==> src/rtl/mem_port_arbiter_if.sv <==
// mem_port_arbiter_if
//   One requester's word-access channel into the memory arbiter.
//   Each transaction is a single-word read or write using a req/ack handshake.
//   The requester holds req, we, addr and wdata steady until it sees ack.
//   Ports (signals):
//     req    requester -> arbiter  request, held until ack is seen
//     we     requester -> arbiter  1 = write, 0 = read
//     addr   requester -> arbiter  word address (AW bits)
//     wdata  requester -> arbiter  write data (DW bits)
//     ack    arbiter -> requester  one-cycle completion pulse
//     rdata  arbiter -> requester  read data, valid while ack = 1
//   Modports: master = requester side, slave = arbiter side.
interface mem_port_arbiter_if #(
  parameter int AW = 32,
  parameter int DW = 32
);
  logic          req;
  logic          we;
  logic [AW-1:0] addr;
  logic [DW-1:0] wdata;
  logic          ack;
  logic [DW-1:0] rdata;

  modport master (output req, output we, output addr, output wdata,
                  input  ack, input  rdata);
  modport slave  (input  req, input  we, input  addr, input  wdata,
                  output ack, output rdata);
endinterface

==> src/rtl/mem_port_arbiter.sv <==
// mem_port_arbiter
//   Shares one single-ported memory between two requesters.
//   p0 is the multi-cycle core and p1 is the debug/DMA loader.
//   Ties are broken round-robin, and transactions are served strictly one
//   at a time, so no request is ever reordered.
//   Ports:
//     clk        clock, rising edge
//     rst        asynchronous active-high reset
//     p0, p1     requester channels (mem_port_arbiter_if.slave)
//     mem_en     one-cycle access strobe per transaction
//     mem_wen    write enable, only ever high together with mem_en
//     mem_addr   memory word address; holds its last value between accesses
//     mem_wdata  memory write data; holds its last value between accesses
//     mem_rdata  memory read data, valid RD_LAT cycles after mem_en
//     busy       high whenever the arbiter is not idle
//   Parameters: AW address width, DW data width, RD_LAT read latency (1..7).
module mem_port_arbiter #(
  parameter int AW     = 32,
  parameter int DW     = 32,
  parameter int RD_LAT = 1
) (
  input  logic              clk,
  input  logic              rst,
  mem_port_arbiter_if.slave p0,
  mem_port_arbiter_if.slave p1,
  output logic              mem_en,
  output logic              mem_wen,
  output logic [AW-1:0]     mem_addr,
  output logic [DW-1:0]     mem_wdata,
  input  logic [DW-1:0]     mem_rdata,
  output logic              busy
);

  localparam logic [1:0] IDLE   = 2'd0;
  localparam logic [1:0] ACCESS = 2'd1;
  localparam logic [1:0] WAIT   = 2'd2;
  localparam logic [1:0] RESP   = 2'd3;

  localparam logic [2:0] CNT_INIT = 3'(RD_LAT - 1);

  logic [1:0]    state;
  logic          owner;
  logic          last_owner;
  logic          lat_we;
  logic [2:0]    cnt;
  logic [1:0]    ack;
  logic [DW-1:0] rdata0;
  logic [DW-1:0] rdata1;

  logic          grant;
  logic          sel_we;
  logic [AW-1:0] sel_addr;
  logic [DW-1:0] sel_wdata;

  // On a tie the port that did not own the previous transaction wins.
  always_comb begin
    grant     = (p0.req && p1.req) ? ~last_owner : p1.req;
    sel_we    = grant ? p1.we    : p0.we;
    sel_addr  = grant ? p1.addr  : p0.addr;
    sel_wdata = grant ? p1.wdata : p0.wdata;
  end

  // mem_addr/mem_wdata are loaded once at grant time and double as the
  // transaction latches, so the memory sees only registered values.
  always_ff @(posedge clk or posedge rst) begin
    if (rst) begin
      state      <= IDLE;
      owner      <= 1'b0;
      last_owner <= 1'b1;
      lat_we     <= 1'b0;
      cnt        <= 3'd0;
      ack        <= 2'b00;
      mem_en     <= 1'b0;
      mem_wen    <= 1'b0;
      mem_addr   <= '0;
      mem_wdata  <= '0;
      rdata0     <= '0;
      rdata1     <= '0;
    end else begin
      ack     <= 2'b00;
      mem_en  <= 1'b0;
      mem_wen <= 1'b0;
      case (state)
        IDLE: begin
          if (p0.req || p1.req) begin
            owner     <= grant;
            lat_we    <= sel_we;
            mem_en    <= 1'b1;
            mem_wen   <= sel_we;
            mem_addr  <= sel_addr;
            mem_wdata <= sel_wdata;
            state     <= ACCESS;
          end
        end
        ACCESS: begin
          if (lat_we) begin
            ack[owner] <= 1'b1;
            state      <= RESP;
          end else begin
            cnt   <= CNT_INIT;
            state <= WAIT;
          end
        end
        WAIT: begin
          if (cnt == 3'd0) begin
            if (owner) rdata1 <= mem_rdata;
            else       rdata0 <= mem_rdata;
            ack[owner] <= 1'b1;
            state      <= RESP;
          end else begin
            cnt <= cnt - 3'd1;
          end
        end
        default: begin
          last_owner <= owner;
          state      <= IDLE;
        end
      endcase
    end
  end

  assign busy     = (state != IDLE);
  assign p0.ack   = ack[0];
  assign p1.ack   = ack[1];
  assign p0.rdata = rdata0;
  assign p1.rdata = rdata1;

endmodule
==> src/flat_wrapper.sv <==
// flat-port wrapper written by rule: the top's interface ports become plain ports
module mem_port_arbiter_flat 
#(
  parameter int AW     = 32,
  parameter int DW     = 32,
  parameter int RD_LAT = 1
)
  (clk, rst, mem_en, mem_wen, mem_addr, mem_wdata, mem_rdata, busy, p0_req, p0_we, p0_addr, p0_wdata, p0_ack, p0_rdata, p1_req, p1_we, p1_addr, p1_wdata, p1_ack, p1_rdata);
  mem_port_arbiter_if #(.AW(AW), .DW(DW)) p0_i ();
  mem_port_arbiter_if #(.AW(AW), .DW(DW)) p1_i ();
  input  logic clk;
  input  logic rst;
  output logic mem_en;
  output logic mem_wen;
  output logic [AW-1:0] mem_addr;
  output logic [DW-1:0] mem_wdata;
  input  logic [DW-1:0] mem_rdata;
  output logic busy;
  input wire logic [$bits(p0_i.req)-1:0] p0_req;
  input wire logic [$bits(p0_i.we)-1:0] p0_we;
  input wire logic [$bits(p0_i.addr)-1:0] p0_addr;
  input wire logic [$bits(p0_i.wdata)-1:0] p0_wdata;
  output wire logic [$bits(p0_i.ack)-1:0] p0_ack;
  output wire logic [$bits(p0_i.rdata)-1:0] p0_rdata;
  input wire logic [$bits(p1_i.req)-1:0] p1_req;
  input wire logic [$bits(p1_i.we)-1:0] p1_we;
  input wire logic [$bits(p1_i.addr)-1:0] p1_addr;
  input wire logic [$bits(p1_i.wdata)-1:0] p1_wdata;
  output wire logic [$bits(p1_i.ack)-1:0] p1_ack;
  output wire logic [$bits(p1_i.rdata)-1:0] p1_rdata;
  assign p0_i.req = p0_req;
  assign p0_i.we = p0_we;
  assign p0_i.addr = p0_addr;
  assign p0_i.wdata = p0_wdata;
  assign p0_ack = p0_i.ack;
  assign p0_rdata = p0_i.rdata;
  assign p1_i.req = p1_req;
  assign p1_i.we = p1_we;
  assign p1_i.addr = p1_addr;
  assign p1_i.wdata = p1_wdata;
  assign p1_ack = p1_i.ack;
  assign p1_rdata = p1_i.rdata;
  mem_port_arbiter #(.AW(AW), .DW(DW), .RD_LAT(RD_LAT)) u_core (.clk(clk), .rst(rst), .p0(p0_i), .p1(p1_i), .mem_en(mem_en), .mem_wen(mem_wen), .mem_addr(mem_addr), .mem_wdata(mem_wdata), .mem_rdata(mem_rdata), .busy(busy));
endmodule
==> config.mk <==
export PLATFORM = sky130hd
export DESIGN_NAME = mem_port_arbiter_flat
export DESIGN_NICKNAME = d
export VERILOG_FILES = /design/src/rtl/mem_port_arbiter_if.sv /design/src/rtl/mem_port_arbiter.sv /design/src/flat_wrapper.sv
export SDC_FILE = /design/constraint.sdc
export NUM_CORES = 1
export LEC_CHECK = 0
export CORE_UTILIZATION = 45
export CTS_BUF_LIST = sky130_fd_sc_hd__clkbuf_2
export DETAILED_ROUTE_END_ITERATION = 6
export PLACE_DENSITY_LB_ADDON = 0.05
export REMOVE_ABC_BUFFERS = 1
export SYNTH_ARGS = -nofsm -noshare
export SYNTH_HDL_FRONTEND = slang
export SYNTH_SLANG_ARGS = --single-unit
export TNS_END_PERCENT = 30
==> constraint.sdc <==
create_clock -name clk -period 6.25 [get_ports clk]
set_input_delay 0.625 -clock clk [delete_from_list [all_inputs] [get_ports clk]]
set_output_delay 0.625 -clock clk [all_outputs]
set_load 0.03 [all_outputs]
==> results.md, run 1 <==
- # setup viols final: 0
- TritonCTS clock tree: yes
- Post-synthesis cell area: 5990 µm²
- HPWL after detailed placement: 12400 µm
- CP Max Fanout: 4
- Synth-to-Final Area Change: 54.3%
- Fin Setup TNS: 0 ns
- Period utilization: 46.1%
- WS Path Type: reg2out
- Number of post-CTS setup repair buffers: 0
- Total die area: 13800 µm²
- Fmax: 347 MHz
- Clock slew at reported path FFs: 0.20 ns
- Worst-Skew Late Latency: 0.71 ns
- Initial Util: 46.9%
- Clock root cell: clkbuf_2
- CTS HTree Levels: 4
- Avg WL per Cell: 17.3 µm
- Ratio of cells with drive above 1 in the final layout: 9.18%
- Share of power burned in registers: 31.8%
- DRT iter0 DRCs: 328
- Internal power: 0.00282 W
- RSZ-0062 raised after global routing: no
- Via density: 5.13
- Tightest Pin Transition: 1.18 ns
- Most common cell after layout, fill and taps aside: clkdlybuf4s50_1
- Die Y: 117 µm
- Most frequent cells in the layout: clkdlybuf4s50_1, dfrtp_1, a21oi_1
- Vias in the first global route: 5370
- Via count: 5193
- Max VDD drop: 0.236 mV
- Post-CTS sizing: 0
- Clk pwr share: 9.1%
- Net Sw Frac: 44.8%
- Post-synth top flop: dfrtp_1
- TritonCTS Buffers: 17
- Final Max Slew Viols: 0
- Antenna violations before repair: 1
- RePlAce Congestion: 0.811
- Drt pass-1 iters: 4
- Maxcap violations: 0
- GRT Total Usage: 26.7%
- Switching power: 0.00228 W
- Number of nets in the layout: 998
- EDFF count, synth: 0
- First-pass GRT wire length: 28400 µm
- FP Rows: 41
- Final worst path period need: 2.88 ns
- Pin count of the biggest net entering global routing: 74
- Asr flop ratio synth: 100%
- Hold Path Class: in2async
- Die Width: 117 µm
- Critical Path AT: 2.26 ns
- CORE AREA: 12800 µm²
- CTS Sinks: 140
- Crit path required time: 5.62 ns
- Power density over the cells: 552 nW/µm²
- Average size of a mapped cell: 11.1 µm²
- Final routed DRC violation total: 0
- CP endpoint kind: output port
- Max Root-Sink Buffers: 2
- Routed WL: 17500 µm
- Fin Clk Skew: 0.0285 ns
- # IOs: 299
- CP Launch Type: flip-flop
- Sequential fraction of the synthesis area: 58.5%
- Pleak: 4.02 nW
- Netlist cell types: 30
- IO Port Bufs: 298
- R2R setup slack: 3.66 ns
- Detail Route Antenna Nets: 0
- Hold buffer count at cts: 0
- Total global routing overflow: 0
- Mapped Cells: 539
- Outcome: finished clean
- Warnings, synthesis: 0
- Number of synthesized register bits: 140
- Hold Vio Cnt, Final: 0
- Combinational power share: 59.2%
- Slew HR: 21.5%
- Tot Pwr: 0.00510 W
worst max-delay path: stages (launching register included):
cell             delay (ns)
dfrtp_1                0.43
inv_1                  0.08
ha_1                   0.26
inv_2                  0.10
clkdlybuf4s50_1        0.70
final cells by class:
type / instances / area (µm²)
antenna: 1 / 2.50
clock buffer: 17 / 85.1
clock inverter: 15 / 108
fill: 946 / 3530
inverter: 9 / 38.8
multi-input combinational: 355 / 2270
sequential: 140 / 3500
tap: 172 / 215
timing repair buffer: 303 / 3020
power groups by stage:
stage	Combinational (W)	Clock, W	Sequential, W
finish	0.00302	0.000462	0.00162
global route	0.00321	0.000514	0.00169
CTS	0.00304	0.000482	0.00162
detailed placement	0.00303	0	0.00164
global placement	0.00298	0	0.00161
floorplan	0.000911	0	0.00247
registers in the layout, summed over array words and instances (netlist names):
register / count
u_core.p1.rdata: 32
u_core.cnt: 3
u_core.last_owner: 1
u_core.mem_addr: 32
u_core.p0.rdata: 32
u_core.owner: 1
u_core.mem_wen: 1
u_core.mem_wdata: 32
u_core.mem_en: 1
u_core.ack: 2
u_core.state: 2
u_core.lat_we: 1
synthesized netlist by cell type (all sizes together) (2+ instances only):
| cell | n | area share [%] |
|---|---|---|
| nand2 | 69 | 4.3 |
| ha | 6 | 1.3 |
| a21oi | 129 | 11 |
| clkbuf | 7 | 0.44 |
| mux2 | 67 | 14 |
| nor2 | 67 | 4.2 |
| mux2i | 3 | 0.50 |
| o21ai | 2 | 0.23 |
| dfrtp | 139 | 58 |
| buf | 28 | 2.9 |
| inv | 9 | 0.56 |
metrics by stage:
stage / instance area (µm²) / util, % / cells / setup WS, ns / hold WS [ns]
global placement: 9050 / 70.8 / 979 / 3.14 / 0.472
global route: 9240 / 72.4 / 1012 / 3.26 / 0.350
CTS: 9240 / 72.3 / 1011 / 3.27 / 0.288
finish: 9240 / 72.4 / 1012 / 3.37 / 0.339
floorplan: 5790 / - / 504 / 1.87 / 0.484
detailed placement: 9050 / 70.8 / 979 / 3.14 / 0.481
layer usage:
layer | GRT usage, % | share of wire [%]
met1 | 30.7 | 39
met2 | 45.4 | 50
met3 | 8.51 | 7.7
met4 | 12.0 | 3.0
met5 | 0 | 0
final timing paths:
path | from | end | cells past startpoint
min | rst | u_core.p1.rdata[16] | 2
min in group clk | p0_addr[27] | u_core.mem_addr[27] | 3
max reg2reg | u_core.state[0] | u_core.mem_wdata[31] | 7
max in group asynchronous | rst | u_core.mem_wdata[28] | 3
max | u_core.state[0] | busy | 4
min reg2reg | u_core.p0.rdata[18] | u_core.p0.rdata[18] | 1
kinds of logic after synthesis:
group	after synthesis	share of synthesized area, %
buffers and inverters	44	3.91
DFF	140	58.5
AOI/OAI and AO/OA	139	12.1
adders and majority gates	6	1.25
and+or+nand+nor	140	9.24
muxes	70	15.0
Note: power is estimated with default switching activity, not from simulation.
==> run 2, diff against run 1 <==
Settings changed: CORE_UTILIZATION 45 to 42.
Clock period 6.25 ns to 2.8 ns, I/O delays scaled along.
==> results.md, run 2 (same netlist as run 1, synthesis figures left out) <==
- Drt pass-1 iters: 4 (unchanged)
- Post-CTS sizing: 0 (unchanged)
- WP buf/inv: 3 (unchanged)
- Cell breakdown of the critical path: inv_1, ha_1, inv_2, clkdlybuf4s50_1
- DP Cell Count: 994 (+1.5%)
- IO Port Bufs: 298 (unchanged)
- Avg WL per Cell: 17.2 µm (-0.72%)
- Critical-path top delay cell: clkdlybuf4s50_1
- Via count: 5201 (+0.15%)
- CP Max Fanout: 4 (unchanged)
- Most Crowded Layer GR: met2
- Met1 Use GR: 27.5% (-3.2 points)
- Hold Vio Cnt, Final: 0 (unchanged)
- GR Layer Usage met3: 10.8% (+2.2 points)
- Initial Util: 43.1% (-3.7 points)
- Via density: 5.05 (-1.5%)
- Final routed DRC violation total: 0 (unchanged)
- Tightest Pin Transition: 0.555 ns (-0.622 ns)
- # IOs: 299 (unchanged)
- Clock root cell: clkbuf_2
- Crit path required time: 2.52 ns (-3.10 ns)
- CTS Sinks: 140 (unchanged)
- RePlAce Congestion: 0.790 (-2.6%)
- Slowest stage delay, CP: 0.70 ns (about the same)
- Ratio of cells with drive above 1 in the final layout: 9.67% (+0.49 points)
- Pleak: 4.12 nW (+2.4%)
- Post-DP Area: 9160 µm² (+1.2%)
- # setup viols final: 0 (unchanged)
- Post-route cell area: 9430 µm² (+2.0%)
- First-pass GRT wire length: 27500 µm (-3.3%)
- Slew HR: 63.0% (+42 points)
- CP Launch Type: flip-flop
- Most common cell after layout, fill and taps aside: clkdlybuf4s50_1
- Die Y: 121 µm (+3.5%)
- Maxcap violations: 0 (unchanged)
- Tot Pwr: 0.0116 W (+130%)
- Synth-to-Final Area Change: 57.4%
- Number of nets in the layout: 1009 (+1.1%)
- HPWL after detailed placement: 12900 µm (+4.1%)
- WS Path Type: reg2out
- RSZ-0062 raised after global routing: no
- Final Max Slew Viols: 0 (unchanged)
- Fin Clk Skew: 0.0178 ns (-0.0107 ns)
- Routed WL: 17700 µm (+0.94%)
- CTS HTree Levels: 4 (unchanged)
- Antenna violations before repair: 1 (unchanged)
- Fmax: 390 MHz
- TritonCTS clock tree: yes
- Die Width: 121 µm (+3.5%)
- CORE AREA: 13900 µm² (+8.7%)
- Max Root-Sink Buffers: 2 (unchanged)
- Worst-Skew Late Latency: 0.70 ns (about the same)
- DRT iter0 DRCs: 244 (-26%)
- Clock slew at reported path FFs: 0.19 ns (about the same)
- FP Rows: 43 (+4.9%)
- Final worst path period need: 2.56 ns
- TritonCTS Buffers: 17 (unchanged)
- Non-Filler Instances: 1029 (+1.7%)
- Total die area: 14700 µm² (+7.0%)
- Total global routing overflow: 0 (unchanged)
- Met2 usage: 41.5% (-3.9 points)
- Critical Path AT: 2.28 ns (+0.02 ns)
- Kind of cell adding the most delay to the critical path: buffers and inverters
- Max VDD drop: 0.705 mV (+200%)
- Most frequent cells in the layout: clkdlybuf4s50_1, dfrtp_1, a21oi_1
- Pin count of the biggest net entering global routing: 60 (-19%)
- Vias in the first global route: 5355 (-0.28%)
- Hold Path Class: in2reg
- Outcome: finished clean
- CP endpoint kind: output port
- Detail Route Antenna Nets: 0 (unchanged)
- Power density over the cells: 1230 nW/µm² (+120%)
- GRT Total Usage: 24.9% (-1.9 points)
- Period utilization: 91.5%
==> run 2: power breakdown <==
part           leakage, nW  switching, W  total [W]  internal (W)
Combinational         2.37       0.00380    0.00681       0.00300
Sequential            1.61      0.000566    0.00361       0.00305
Clock                0.139      0.000699    0.00118      0.000479
==> run 2: final cells by class <==
cell class | count | area [µm²]
fillers | 1073 | 4460
flip-flops and latches | 140 | 3500
repair buffers | 314 | 3160
diodes | 1 | 2.50
clock buffers | 19 | 95.1
inverters | 9 | 38.8
clock inverters | 11 | 128
well taps | 180 | 225
multi-input cells | 355 | 2270
==> run 2: stage by stage <==
| stage | hold WS, ns | util [%] | setup slack [ns] | setup TNS, ns |
|---|---|---|---|---|
| 2_1_floorplan | 0.410 | - | -1.23 | -187.17 |
| 3_3_place_gp | 0.472 | 66.0 | 0.851 | 0 |
| 3_5_place_dp | 0.481 | 66.0 | 0.793 | 0 |
| 4_1_cts | 0.00611 | 67.7 | 0.154 | 0 |
| 5_1_grt | 0.00324 | 67.9 | 0.0378 | 0 |
| 6_report | 0.0823 | 67.9 | 0.238 | 0 |
==> run 2: tightest hold or removal path: cells and delay by family <==
family | cells | cell delay, ns
buffers and inverters | 1 | 0.39
AND/OR/NAND/NOR | 1 | 0.05
AO/OA/AOI/OAI | 1 | 0.05
==> run 2: path summary, 6_finish.rpt <==
kind                       cells after the start  slack (ns)              endpoint          startpoint
max                                            4        0.24                  busy     u_core.state[0]
min                                            3        0.08  u_core.mem_wdata[22]        p0_wdata[22]
max reg2reg                                    4        0.83   u_core.p0.rdata[23]     u_core.state[0]
min reg2reg                                    1        0.51    u_core.p0.rdata[9]  u_core.p0.rdata[9]
max in group asynchronous                      4        1.56   u_core.p1.rdata[27]                 rst
min in group asynchronous                      3        0.54         u_core.ack[0]                 rst
==> run 2: what timing repair did <==
item                                   CTS  global route
hold buffers                             1             3
endpoints found under the hold margin   54             3
buffers inserted                         0             0
==> run 2: metal layers <==
layer	up-vias	wire [µm]
met5	-	0
met4	0	562
met3	35	1680
met2	222	8840
met1	2525	6580
li1	2419	-
==> run 3, diff against run 2 <==
Settings changed: CORE_ASPECT_RATIO set to 0.75, CORE_MARGIN set to 2.
==> results.md, run 3 (same netlist as run 1, synthesis figures left out) <==
- Tightest Pin Transition: 0.732 ns (+0.177 ns)
- Worst-Skew Late Latency: 0.63 ns (-0.07 ns)
- Number of nets in the layout: 1001 (-0.79%)
- Power density over the cells: 1250 nW/µm² (+1.5%)
- Fmax: 399 MHz (+2.2%)
- Drt pass-1 iters: 5 (+1)
- TritonCTS Buffers: 17 (unchanged)
- Hold Vio Cnt, Final: 0 (unchanged)
- Slowest stage delay, CP: 0.68 ns (-0.02 ns)
- GRT Total Usage: 23.7% (-1.2 points)
- Internal power: 0.00662 W (+1.4%)
- Switching power: 0.00514 W (+1.3%)
- Vias in the first global route: 5449 (+1.8%)
- Final worst path period need: 2.51 ns (-0.0549 ns)
- CTS Sinks: 140 (unchanged)
- Avg WL per Cell: 17.5 µm (+2.0%)
- Period utilization: 89.5% (-2.0 points)
- CORE AREA: 13800 µm² (-0.28%)
- FP Rows: 37 (-14%)
- Share of power burned in registers: 30.7% (-0.4 points)
- Post-route cell area: 9420 µm² (about the same)
- # setup viols final: 0 (unchanged)
- Non-Filler Instances: 1017 (-1.2%)
- Clock slew at reported path FFs: 0.22 ns (+0.03 ns)
- TritonCTS clock tree: yes
- Max Root-Sink Buffers: 2 (unchanged)
- Final worst slack: 0.293 ns (+0.0549 ns)
- Fin Clk Skew: 0.0347 ns (+0.0168 ns)
- Antenna violations before repair: 1 (unchanged)
- Post-CTS sizing: 0 (unchanged)
- # IOs: 299 (unchanged)
- Max VDD drop: 0.738 mV (+4.7%)
- Post-DP Area: 9140 µm² (-0.26%)
- Via count: 5081 (-2.3%)
- CP Max Fanout: 4 (unchanged)
- Final Max Slew Viols: 0 (unchanged)
- Hold Path Class: in2async
- Ratio of cells with drive above 1 in the final layout: 9.75% (+0.080 points)
- Most frequent cells in the layout: clkdlybuf4s50_1, dfrtp_1, a21oi_1
- Combinational power share: 57.8% (-0.9 points)
- Total global routing overflow: 0 (unchanged)
- Synth-to-Final Area Change: 57.3% (about the same)
- Placement Setup Slack: 0.753 ns (-0.0399 ns)
- IO Port Bufs: 298 (unchanged)
- Pleak: 4.11 nW (-0.28%)
- Cell breakdown of the critical path: inv_1, ha_1, inv_2, clkdlybuf4s50_1
- Slew HR: 51.2% (-12 points)
- Clk pwr share: 11.5% (+1.3 points)
- Number of fill cells: 1074 (+0.093%)
- Crit path required time: 2.52 ns (about the same)
- Critical Path AT: 2.23 ns (-0.05 ns)
- Via density: 5.00 (-1.2%)
- RSZ-0062 raised after global routing: no
- CP Launch Type: flip-flop
- First-pass GRT wire length: 28000 µm (+1.9%)
- Clock root cell: clkbuf_2
- DRT iter0 DRCs: 278 (+14%)
- Total die area: 15200 µm² (+3.4%)
- DP Cell Count: 985 (-0.91%)
- WS Path Type: reg2out
- Maxcap violations: 0 (unchanged)
- Pin count of the biggest net entering global routing: 68 (+13%)
- Detail Route Antenna Nets: 0 (unchanged)
- CTS HTree Levels: 4 (unchanged)
- RePlAce Congestion: 0.805 (+1.9%)
- Die Width: 142 µm (+17%)
- Most common cell after layout, fill and taps aside: clkdlybuf4s50_1
- Critical-path top delay cell: clkdlybuf4s50_1
- Net Sw Frac: 43.7% (about the same)
- CP endpoint kind: output port
- Initial Util: 43.3% (+0.12 points)
- HPWL after detailed placement: 12800 µm (-0.89%)
- Hold buffer count at cts: 0 (-1)
- Number of post-CTS setup repair buffers: 0 (unchanged)
- Routed WL: 17800 µm (+0.85%)
- Final routed DRC violation total: 0 (unchanged)
- Die Y: 107 µm (-12%)
- Outcome: finished clean
[run 3: critical path: cells and delay by family, from the launching register on]
family                     cells  cell delay, ns
DFF                            1            0.45
buffers and inverters          3            0.88
adders and majority gates      1            0.27
[run 3: path summary, 6_finish.rpt]
| kind | startpoint | endpoint | slack [ns] | cells past startpoint |
|---|---|---|---|---|
| setup reg to reg | u_core.state[0] | u_core.p0.rdata[17] | 0.81 | 4 |
| min in group clk | p0_addr[16] | u_core.mem_addr[16] | 0.14 | 3 |
| max in group asynchronous | rst | u_core.mem_wdata[16] | 2.01 | 3 |
| hold reg to reg | u_core.p0.rdata[15] | u_core.p0.rdata[15] | 0.52 | 1 |
| hold / removal | rst | u_core.p0.rdata[16] | 0.06 | 2 |
| setup / recovery | u_core.state[0] | busy | 0.29 | 4 |
[run 3: power groups by stage]
stage	Clock (W)	Sequential, W	Combinational (W)
5_1_grt	0.00148	0.00374	0.00723
4_1_cts	0.00139	0.00362	0.00687
6_report	0.00135	0.00361	0.00680
2_1_floorplan	0	0.00552	0.00203
3_5_place_dp	0	0.00365	0.00685
3_3_place_gp	0	0.00360	0.00674
[run 3: cell type report]
| cell class | instances | area, µm² | share of cell area [%] |
|---|---|---|---|
| Tap cell | 175 | 219 | 2.33 |
| Inverter | 9 | 38.8 | 0.412 |
| Sequential cell | 140 | 3500 | 37.2 |
| Clock buffer | 17 | 85.1 | 0.904 |
| Antenna cell | 1 | 2.50 | 0.0266 |
| Timing Repair Buffer | 306 | 3110 | 33.0 |
| Clock inverter | 14 | 193 | 2.05 |
| Multi-Input combinational cell | 355 | 2270 | 24.1 |
[run 3: per-layer routing]
metal | GRT usage (%) | share of wire [%] | up-vias | wire (µm)
met2 | 40.6 | 50 | 189 | 8930
met1 | 28.0 | 40 | 2469 | 7170
met4 | 9.00 | 2.3 | 0 | 418
li1 | - | - | 2399 | -
met5 | 0 | 0 | - | 0
met3 | 7.47 | 7.3 | 24 | 1300
[run 3: stage by stage]
stage / utilization, % / setup TNS, ns / total power, W / hold slack [ns]
global placement: 66.0 / 0 / 0.0103 / 0.473
global route: 68.0 / 0 / 0.0124 / 0.0485
floorplan: - / -187.17 / 0.00755 / 0.410
CTS: 68.0 / 0 / 0.0119 / 0.0282
detailed placement: 66.0 / 0 / 0.0105 / 0.481
finish: 68.0 / 0 / 0.0118 / 0.0633
